--- config.mk ---
export PLATFORM = sky130hd
export DESIGN_NAME = rf_wr_ctrl
export DESIGN_NICKNAME = d
export VERILOG_FILES = /design/src/rtl/rf_wr_ctrl.sv
export SDC_FILE = /design/constraint.sdc
export NUM_CORES = 1
export LEC_CHECK = 0
export ABC_CLOCK_PERIOD_IN_PS = 1840
export CORE_MARGIN = 2
export CORE_UTILIZATION = 25
export DETAILED_ROUTE_END_ITERATION = 8
export PLACE_DENSITY_LB_ADDON = 0.08
export SYNTH_ARGS = -nofsm -noshare
export SYNTH_HDL_FRONTEND = slang
export SYNTH_SLANG_ARGS = --single-unit
--- constraint.sdc ---
create_clock -name i_clk -period 1.84 [get_ports i_clk]
set_input_delay 0.368 -clock i_clk [delete_from_list [all_inputs] [get_ports i_clk]]
set_output_delay 0.368 -clock i_clk [all_outputs]
set_load 0.1 [all_outputs]
--- src/rtl/rf_wr_ctrl.sv ---
// Write-port controller for the 2R/1W register file: clears every entry after
// reset or on request, then round-robin arbitrates two requesters onto the port.
module rf_wr_ctrl #(
  parameter int                   BW_DATA   = 32,
  parameter int                   BW_ADDR   = 5,
  parameter logic [BW_DATA-1:0]   INIT_DATA = '0,
  parameter bit                   ZERO_R0   = 1'b1
) (
  input  logic               i_clk,
  input  logic               i_rstn,
  input  logic               i_clr,
  input  logic               i_req0_valid,
  input  logic [BW_ADDR-1:0] i_req0_addr,
  input  logic [BW_DATA-1:0] i_req0_data,
  output logic               o_req0_ready,
  input  logic               i_req1_valid,
  input  logic [BW_ADDR-1:0] i_req1_addr,
  input  logic [BW_DATA-1:0] i_req1_data,
  output logic               o_req1_ready,
  output logic               o_rf_wr_en,
  output logic [BW_ADDR-1:0] o_rf_wr_addr,
  output logic [BW_DATA-1:0] o_rf_wr_data,
  output logic               o_init_done
);

  localparam int               DEPTH    = 2 ** BW_ADDR;
  localparam logic [BW_ADDR:0] CNT_LAST = (BW_ADDR + 1)'(DEPTH - 1);

  typedef enum logic {
    ST_INIT = 1'b0,
    ST_RUN  = 1'b1
  } state_e;

  state_e             state_q, state_d;
  logic [BW_ADDR:0]   cnt_q, cnt_d;
  logic               pri_q, pri_d;
  logic               wr_en_q, wr_en_d;
  logic [BW_ADDR-1:0] wr_addr_q, wr_addr_d;
  logic [BW_DATA-1:0] wr_data_q, wr_data_d;
  logic               init_done_q, init_done_d;

  logic               grant0, grant1;
  logic               run_ok;
  logic               accept;
  logic [BW_ADDR-1:0] sel_addr;
  logic [BW_DATA-1:0] sel_data;

  // Round-robin: a lone valid requester always wins; on contention pri decides.
  assign grant0 = i_req0_valid & (~i_req1_valid | ~pri_q);
  assign grant1 = i_req1_valid & (~i_req0_valid |  pri_q);

  assign run_ok       = (state_q == ST_RUN) & ~i_clr;
  assign o_req0_ready = run_ok & grant0;
  assign o_req1_ready = run_ok & grant1;

  assign accept   = (i_req0_valid & o_req0_ready) | (i_req1_valid & o_req1_ready);
  assign sel_addr = o_req1_ready ? i_req1_addr : i_req0_addr;
  assign sel_data = o_req1_ready ? i_req1_data : i_req0_data;

  always_comb begin
    // NOTE: every signal gets a default first so no path leaves it unassigned (no latches).
    state_d     = state_q;
    cnt_d       = cnt_q;
    pri_d       = pri_q;
    wr_en_d     = 1'b0;
    wr_addr_d   = wr_addr_q;
    wr_data_d   = wr_data_q;
    init_done_d = init_done_q;

    unique case (state_q)
      ST_INIT: begin
        wr_en_d   = 1'b1;
        wr_addr_d = cnt_q[BW_ADDR-1:0];
        wr_data_d = INIT_DATA;
        if (cnt_q == CNT_LAST) begin
          state_d     = ST_RUN;
          init_done_d = 1'b1;
          cnt_d       = '0;
        end else begin
          cnt_d = cnt_q + 1'b1;
        end
      end
      ST_RUN: begin
        if (i_clr) begin
          state_d     = ST_INIT;
          cnt_d       = '0;
          init_done_d = 1'b0;
        end else if (accept) begin
          wr_addr_d = sel_addr;
          wr_data_d = sel_data;
          // Writes to r0 complete the handshake but never reach the array.
          wr_en_d   = ~(ZERO_R0 && (sel_addr == '0));
          pri_d     = ~o_req1_ready;
        end
      end
      default: state_d = ST_INIT;
    endcase
  end

  // NOTE: sequential state uses non-blocking assignments only, so every flop samples pre-edge values.
  always_ff @(posedge i_clk or negedge i_rstn) begin
    if (!i_rstn) begin
      state_q     <= ST_INIT;
      cnt_q       <= '0;
      pri_q       <= 1'b0;
      wr_en_q     <= 1'b0;
      wr_addr_q   <= '0;
      wr_data_q   <= '0;
      init_done_q <= 1'b0;
    end else begin
      state_q     <= state_d;
      cnt_q       <= cnt_d;
      pri_q       <= pri_d;
      wr_en_q     <= wr_en_d;
      wr_addr_q   <= wr_addr_d;
      wr_data_q   <= wr_data_d;
      init_done_q <= init_done_d;
    end
  end

  assign o_rf_wr_en   = wr_en_q;
  assign o_rf_wr_addr = wr_addr_q;
  assign o_rf_wr_data = wr_data_q;
  assign o_init_done  = init_done_q;

endmodule

Yosys cells after proc, flatten, opt, wreduce, memory -nomap -nowiden
Index checks and enable logic that the tools add are counted.
{"block": "totals", "reg_bits": 47, "input_bits": 79, "out_inout_bits": 41, "elab_cells": 54}
{"block": "classes", "n_addsub": 1, "eq_ne": 5, "mux": 20, "bitwise_logic": 17, "n_reduce_logical": 4}
{"op": "32-bit two-way mux", "n": 3}
{"op": "32-bit case mux with 2 select lines", "n": 1}
{"op": "5-bit two-way mux", "n": 3}
{"op": "6-bit two-way mux", "n": 2}
{"op": "6-bit case mux with 2 select lines", "n": 1}
{"op": "5-bit case mux with 2 select lines", "n": 1}
{"op": "1-bit AND", "n": 7}
{"op": "1-bit NOT", "n": 7}
{"op": "6-bit by 1-bit adder with 6-bit output, second input constant", "n": 1}
{"op": "6-bit by 5-bit equality test with 1-bit output, second input constant", "n": 1}
{"op": "1-bit two-way mux", "n": 6}
{"op": "2-bit != test, second input constant", "n": 3}
{"op": "1-bit case mux with 2 select lines", "n": 3}
{"op": "5-bit logical NOT", "n": 1}
{"op": "2-bit AND reduction", "n": 2}
{"op": "1-bit bitwise OR", "n": 3}
{"op": "3-bit AND reduction", "n": 1}
{"op": "2-bit by 1-bit != test with 1-bit output, second input constant", "n": 1}

Logic depth before layout (Yosys ltp)
Gate-level depths: netlist of the first run.
{"block": "depth", "word_depth": 10, "mapped_depth": 7, "ltp_nobuf": 5}

Worst setup path after synthesis of the first run
No wires, ideal clock.
{"block": "synth_timing", "kind": "input port to output port", "from": "input port i_clr", "to": "output port o_req0_ready", "arrival_time_ns": 2.212, "required_ns": 1.472, "slack_ns": -0.740, "stages": 4, "path_buffers": 1, "cell_sequence": "buf_2 -> nor2b_4 -> nand2_1 -> a21oi_1"}
{"block": "synth_via", "elab_chain_len": 3}
{"item": "start: declaration", "line_no": "11", "source": "input logic i_clr,"}
{"item": "1-bit NOT (no source line)"}
{"item": "1-bit AND", "line_no": "52", "source": "assign run_ok = (state_q == ST_RUN) & ~i_clr;"}
{"item": "1-bit AND", "line_no": "53", "source": "assign o_req0_ready = run_ok & grant0;"}
{"item": "end: declaration", "line_no": "15", "source": "output logic o_req0_ready,"}
No other way between the ends.

Worst setup path in the final report of the first run
{"block": "layout_timing", "from": "input port i_req1_valid", "to": "output port o_req0_ready"}
{"block": "layout_via", "elab_chain_len": 4}
{"item": "start: declaration", "line_no": "16", "source": "input logic i_req1_valid,"}
{"item": "1-bit NOT", "line_no": "49", "source": "assign grant0 = i_req0_valid & (~i_req1_valid | ~pri_q);"}
{"item": "1-bit bitwise OR", "line_no": "49"}
{"item": "1-bit AND", "line_no": "49"}
{"item": "1-bit AND", "line_no": "53"}
No other way between the ends.

==> results by group, run 1 <==
Synthesis
  – Avg Synthesized Cell Area: 10.5 µm²
  – Post-Syn Area: 2350 µm²
  – Area contributors post-synth: dfrtp_1, mux2i_1, nor2_1
  – Sequential-to-total area share from yosys stat: 50.0%
  – Synth Register Bits: 47
  – Post-synthesis cell count: 224
  – Synth warnings: 0
  – Share of the synthesized area in the top cell type: 50.0%
  – Synth area leader: dfrtp_1
  – Library cells used by synthesis: 38
  – Mapped Nets: 304

Critical path
  – Slowest stage delay, CP: 0.48 ns
  – Endpoint class of the critical path: primary output
  – CP max FO: 4
  – Crit path DAT: 1.41 ns
  – Crit-path cells: clkdlybuf4s50_1 > buf_4 > a21oi_4 > buf_12
  – WS Path Type: input port to primary output
  – WP data required: 1.47 ns
  – Slowest CP cell: clkdlybuf4s50_1
  – Worst Setup Start Kind: input port

Power
  – PwrDens: 1140 nW/µm²
  – Maximum vdd drop: 0.521 mV
  – LEAKAGE: 0.00196 µW

STA
  – Fin crit period: 1.78 ns
  – Worst hold slack: 0.0295 ns
  – Final hold vios: 0
  – Fmax: 0.561 GHz
  – Fin Clk Skew: 0.00474 ns
  – RSZ-0062 raised after global routing: no
  – Worst rel slew slack: 80.4%
  – Final Setup Violations: 0
  – Period utilization: 96.8%
  – Slew Limit Fails: 0
  – Setup TNS: 0 ns
  – Worst slew pin tran: 0.294 ns

Global routing
  – Routing usage on met1: 17.5%
  – GRT busiest layer: met2
  – Initial antenna violation count: 0
  – Largest net degree at the start of global routing: 48
  – Number of global-route vias before repair: 2301
  – Grt met3 use: 5.89%
  – Total global routing overflow: 0
  – Met2 Use GR: 24.6%
  – GRT Util Overall: 14.6%
  – First-pass GRT wire length: 11.7 mm

Layout
  – Area Overhead vs Synth: 87.1%
  – Fillers: 891
  – Commonest non-fill, non-tap cell in the layout: clkdlybuf4s50_1
  – Final instance area: 4400 µm²
  – Layout cell share with drive strength beyond 1: 27.8%
  – Fin cells: 474
  – FF+latch area: 1180 µm²
  – ANT cells: 0
  – Most frequent cells in the layout: clkdlybuf4s50_1, buf_12, dfrtp_1
  – Net count of the finished layout: 443
  – Multi-input combinational cell area: 1080 µm²
  – Final core area utilization: 47.8%

Clocking
  – Inserted Clock Buffers: 5
  – CTS tree: yes
  – Clk slew on worst S/H paths: 0.09 ns
  – Clock Path Buffers: 2
  – Root buffer cell: clkbuf_8
  – Worst-skew pair later-pin latency: 0.30 ns
  – Clk sinks: 47
  – H-Tree Level Count: 2

Routing
  – DR WL/cell: 15.0 µm
  – Vias per std cell: 4.67
  – Router iterations before antenna repair: 4
  – Vias: 2213
  – DRC: 0
  – WL final: 7.10 mm
  – Starting DRT DRC Count: 73
  – Antenna viol nets, final: 0

Floorplanning
  – Die Y: 101 µm
  – Effective utilization at floorplan: 25.6%
  – Die ar.: 10200 µm²
  – Die X: 101 µm
  – Ports: 120
  – Row cnt: 35
  – Core area: 9200 µm²

Placed design
  – # port buffers: 119
  – Dpl hpwl: 5.21 mm
  – Post-placement cell count: 465
  – Gpl congestion: 0.764
  – Placed cell area: 4300 µm²

Min path
  – HP Class: input port to asynchronous set/reset pin

Flow run
  – Max cap viols: 0

Outcome
  – Status: completed
sequential cells by signal, summed over array words and instances, names as in the netlist:
| signal | cells |
|---|---|
| o_rf_wr_data | 32 |
| o_rf_wr_addr | 5 |
| state_q | 1 |
| cnt_q | 6 |
| pri_q | 1 |
| o_rf_wr_en | 1 |
| o_init_done | 1 |
layer usage:
metal,up-vias,wire length (µm)
met5,-,0
met4,0,70
met3,5,699
met2,88,3330
met1,1025,3000
li1,1095,-
synthesized netlist by cell type (all sizes together):
library cell,count
o32ai,1
or4,1
xnor2,2
o21a,1
a31o,1
a311oi,1
xor2,1
a21oi,5
a21o,1
buf,11
nor3,1
nor3b,1
o2bb2ai,2
nor2,44
a22oi,4
a221oi,19
inv,4
nand2b,1
dfrtp,47
o22ai,3
or3b,1
nand2,7
nor2b,1
ha,1
nand3,17
nor4,2
o21ai,19
mux2i,18
clkbuf,5
a31oi,2
area by class of cell:
cell class	count	share of cell area [%]
tap	111	3.16
clock buffer	6	1.88
sequential	47	26.8
inverter	4	0.341
multi-input combinational	157	24.6
clock inverter	1	0.114
timing repair buffer	148	43.2
through the flow:
step,setup slack (ns),power [µW]
3_5_place_dp,-0.0828,4410
3_3_place_gp,-0.0689,4390
5_1_grt,0.00743,5290
4_1_cts,0.0489,5090
2_1_floorplan,0.146,3180
6_report,0.0586,5020
worst max-delay path: cells and delay by family:
family	cells	cell delay [ns]
compound gates	1	0.17
buf+inv	3	0.87
cell families after synthesis:
group	synth area share [%]
AO/OA/AOI/OAI	20.6
XOR/XNOR	1.12
adder cells (fa/ha/maj)	0.532
buffers and inverters	4.84
flip-flops	50.0
multiplexers	7.66
AND/OR/NAND/NOR	15.2
power breakdown:
| part | switching, µW | total [µW] | internal [µW] | leakage, µW |
|---|---|---|---|---|
| clock network | 367 | 663 | 296 | 0.0000470 |
| registers | 271 | 1540 | 1270 | 0.000619 |
| logic | 1660 | 2820 | 1160 | 0.00129 |
| total | 2300 | 5020 | 2730 | 0.00196 |
what timing repair did:
item	4_1_cts	5_1_grt
endpoints found under the setup margin	2	1
resized for setup	3	0
hold buffers	0	0
buffers inserted	1	1
worst paths after layout:
kind | startpoint | cells after the start | slack, ns | to
worst max-delay path | i_req1_valid | 4 | 0.06 | o_req0_ready
worst min-delay path | i_rstn | 2 | 0.03 | o_rf_wr_data[13]
worst max register to register | pri_q | 8 | 0.18 | o_rf_wr_data[11]
worst min register to register | o_rf_wr_data[10] | 2 | 0.56 | o_rf_wr_data[10]
max in group asynchronous | i_rstn | 2 | 1.54 | state_q
min in group i_clk | o_rf_wr_data[10] | 2 | 0.56 | o_rf_wr_data[10]
No activity file was read; power rests on OpenSTA's default activity.
==> run 2: changes to the inputs <==
Settings changed: SLEW_MARGIN from default to 40, TNS_END_PERCENT from default to 50.
==> results of run 2 <==
No change in the layout: final DEF, timing and power equal those of run 1.
==> run 3: changes to the inputs <==
--- a/config.mk
+++ b/config.mk
@@ -11,2 +11,3 @@
 export DETAILED_ROUTE_END_ITERATION = 8
+export MAX_ROUTING_LAYER = met4
 export PLACE_DENSITY_LB_ADDON = 0.08
--- a/constraint.sdc
+++ b/constraint.sdc
@@ -3,2 +3,2 @@
 set_output_delay 0.368 -clock i_clk [all_outputs]
-set_load 0.1 [all_outputs]
+set_load 0.01 [all_outputs]
==> results by group, run 3 (synthesis results as in run 1) <==
Critical path
  – CP max FO: 3 (was 4)
  – R2R cell count: 6 (was 8)
  – Reg2reg start: state_q (was pri_q)
  – Slack of the worst reg-to-reg path: 0.30 ns (was 0.18 ns)
  – Crit path DAT: 1.33 ns (was 1.41 ns)
  – Crit-path cells: clkdlybuf4s50_1 > nor2b_4 > nand2_1 > a21oi_1 > buf_2 (was clkdlybuf4s50_1 > buf_4 > a21oi_4 > buf_12)
  – Worst Setup Start Kind: input port (unchanged)
  – RR Endpoint: o_rf_wr_data[6] (was o_rf_wr_data[11])
  – Endpoint class of the critical path: primary output (unchanged)
  – WP data required: 1.47 ns (about the same)
  – Slowest CP cell: clkdlybuf4s50_1 (unchanged)
  – WS Path Type: input port to primary output (unchanged)
  – Slowest stage delay, CP: 0.46 ns (was 0.48 ns)

STA
  – Final hold vios: 0 (unchanged)
  – Fin crit period: 1.70 ns (was 1.78 ns)
  – RSZ-0062 raised after global routing: no (unchanged)
  – Fmax: 0.588 GHz (was 0.561 GHz)
  – Fin Clk Skew: 0.00557 ns (was 0.00474 ns)
  – Final Setup Violations: 0 (unchanged)
  – Worst slew pin tran: 0.536 ns (was 0.294 ns)
  – Worst rel slew slack: 64.3% (was 80.4%)
  – Slew Limit Fails: 0 (unchanged)
  – Period utilization: 92.4% (was 96.8%)

Routing
  – Vias per std cell: 4.68 (was 4.67)
  – DR WL/cell: 14.6 µm (was 15.0 µm)
  – Vias: 2174 (was 2213)
  – WL final: 6.79 mm (was 7.10 mm)
  – Starting DRT DRC Count: 62 (was 73)
  – DRC: 0 (unchanged)
  – Antenna viol nets, final: 0 (unchanged)
  – Router iterations before antenna repair: 4 (unchanged)

Power
  – PwrDens: 898 nW/µm² (was 1140 nW/µm²)
  – Maximum vdd drop: 0.302 mV (was 0.521 mV)
  – LEAKAGE: 0.00171 µW (was 0.00196 µW)
  – Design Power: 3480 µW (was 5020 µW)

Placed design
  – Gpl congestion: 0.742 (was 0.764)
  – Dpl hpwl: 5.02 mm (was 5.21 mm)
  – # port buffers: 119 (unchanged)
  – Placed cell area: 3790 µm² (was 4300 µm²)

Clocking
  – Worst-skew pair later-pin latency: 0.30 ns (about the same)
  – Inserted Clock Buffers: 5 (unchanged)
  – Clk sinks: 47 (unchanged)
  – CTS Hold Bufs: 0 (unchanged)
  – Number of setup buffers added after CTS: 0 (was 1)
  – H-Tree Level Count: 2 (unchanged)
  – CTS tree: yes (unchanged)
  – Clk slew on worst S/H paths: 0.08 ns (was 0.09 ns)
  – Root buffer cell: clkbuf_8 (unchanged)
  – Clock Path Buffers: 2 (unchanged)

Global routing
  – Total global routing overflow: 0 (unchanged)
  – Number of global-route vias before repair: 2189 (was 2301)
  – Routing usage on met1: 17.0% (was 17.5%)
  – Largest net degree at the start of global routing: 32 (was 48)
  – Initial antenna violation count: 0 (unchanged)
  – GRT Util Overall: 14.2% (was 14.6%)
  – Grt met3 use: 3.26% (was 5.89%)
  – First-pass GRT wire length: 11.2 mm (was 11.7 mm)
  – Met2 Use GR: 24.5% (was 24.6%)
  – GRT busiest layer: met2 (unchanged)

Layout
  – Commonest non-fill, non-tap cell in the layout: clkdlybuf4s50_1 (unchanged)
  – Layout cell share with drive strength beyond 1: 14.1% (was 27.8%)
  – Area Overhead vs Synth: 64.7% (was 87.1%)
  – Net count of the finished layout: 434 (was 443)
  – ANT cells: 0 (unchanged)
  – Largest register FFs: 32 (unchanged)
  – Multi-input combinational cell area: 1060 µm² (was 1080 µm²)
  – Fillers: 951 (was 891)
  – FF+latch area: 1180 µm² (about the same)
  – Final instance area: 3870 µm² (was 4400 µm²)
  – Most frequent cells in the layout: clkdlybuf4s50_1, dfrtp_1, nor2_1 (was clkdlybuf4s50_1, buf_12, dfrtp_1)

Floorplanning
  – Row cnt: 35 (unchanged)
  – Effective utilization at floorplan: 25.6% (unchanged)
  – Die X: 101 µm (unchanged)
  – Core area: 9200 µm² (unchanged)
  – Ports: 120 (unchanged)
  – Die ar.: 10200 µm² (unchanged)
  – Die Y: 101 µm (unchanged)

Outcome
  – Status: completed (unchanged)

Min path
  – HP Class: input port to asynchronous set/reset pin (unchanged)

Flow run
  – Max cap viols: 0 (unchanged)
[run 3: changes by cell type in the layout (fill, tap and decap cells not counted), sizes merged]
cell	previous run	this run
buf	71	22
clkbuf	6	7
clkdlybuf4s50	75	116
dlygate4sd2	2	0
[run 3: layout make-up]
type,instances,share of cell area [%]
Timing Repair Buffer,139,35.9
Tap cell,111,3.59
Inverter,4,0.388
Clock inverter,1,0.129
Multi-Input combinational cell,157,27.5
Sequential cell,47,30.4
Clock buffer,6,2.13
[run 3: worst max path at each step]
stage | start | endpoint | cells past startpoint
3_5_place_dp | i_clr | o_req0_ready | 5
5_1_grt | i_clr | o_req0_ready | 5
3_3_place_gp | i_clr | o_req0_ready | 5
2_1_floorplan | cnt_q[0] | cnt_q[0] | 5
4_1_cts | i_clr | o_req1_ready | 5
6_report | i_clr | o_req0_ready | 5
[run 3: power breakdown]
group / switching, µW / internal (µW) / total (µW) / leakage, µW
Clock: 350 / 296 / 646 / 0.0000470
Combinational: 570 / 801 / 1370 / 0.00104
Sequential: 193 / 1270 / 1460 / 0.000621
Total: 1110 / 2360 / 3480 / 0.00171
[run 3: critical path: cells and delay by family]
kind                   cells  cell delay (ns)
and+or+nand+nor            2             0.22
AOI/OAI and AO/OA          1             0.12
buffers and inverters      2             0.62
[run 3: per-stage QoR]
| stage | TNS [ns] | instances | util [%] | hold slack (ns) | worst slack (ns) |
|---|---|---|---|---|---|
| global route | 0 | 465 | 42.1 | 0.0629 | 0.0561 |
| floorplan | 0 | 224 | - | 0.0724 | 0.425 |
| finish | 0 | 465 | 42.1 | 0.0331 | 0.140 |
| CTS | 0 | 465 | 42.2 | 0.0490 | 0.00817 |
| detailed placement | -2.74 | 458 | 41.3 | 0.386 | -0.293 |
| global placement | -2.12 | 458 | 41.3 | 0.383 | -0.273 |
[run 3: routing by layer]
layer / wire (µm) / vias to the layer above
met5: 0 / -
met2: 3260 / 88
li1: - / 1076
met1: 2990 / 1005
met4: 55 / 0
met3: 484 / 5
[run 3: repair_timing]
| action | in CTS | in global routing |
|---|---|---|
| resized for setup | 4 | 3 |
| gates cloned | 0 | 0 |
| setup endpoints to repair | 2 | 2 |
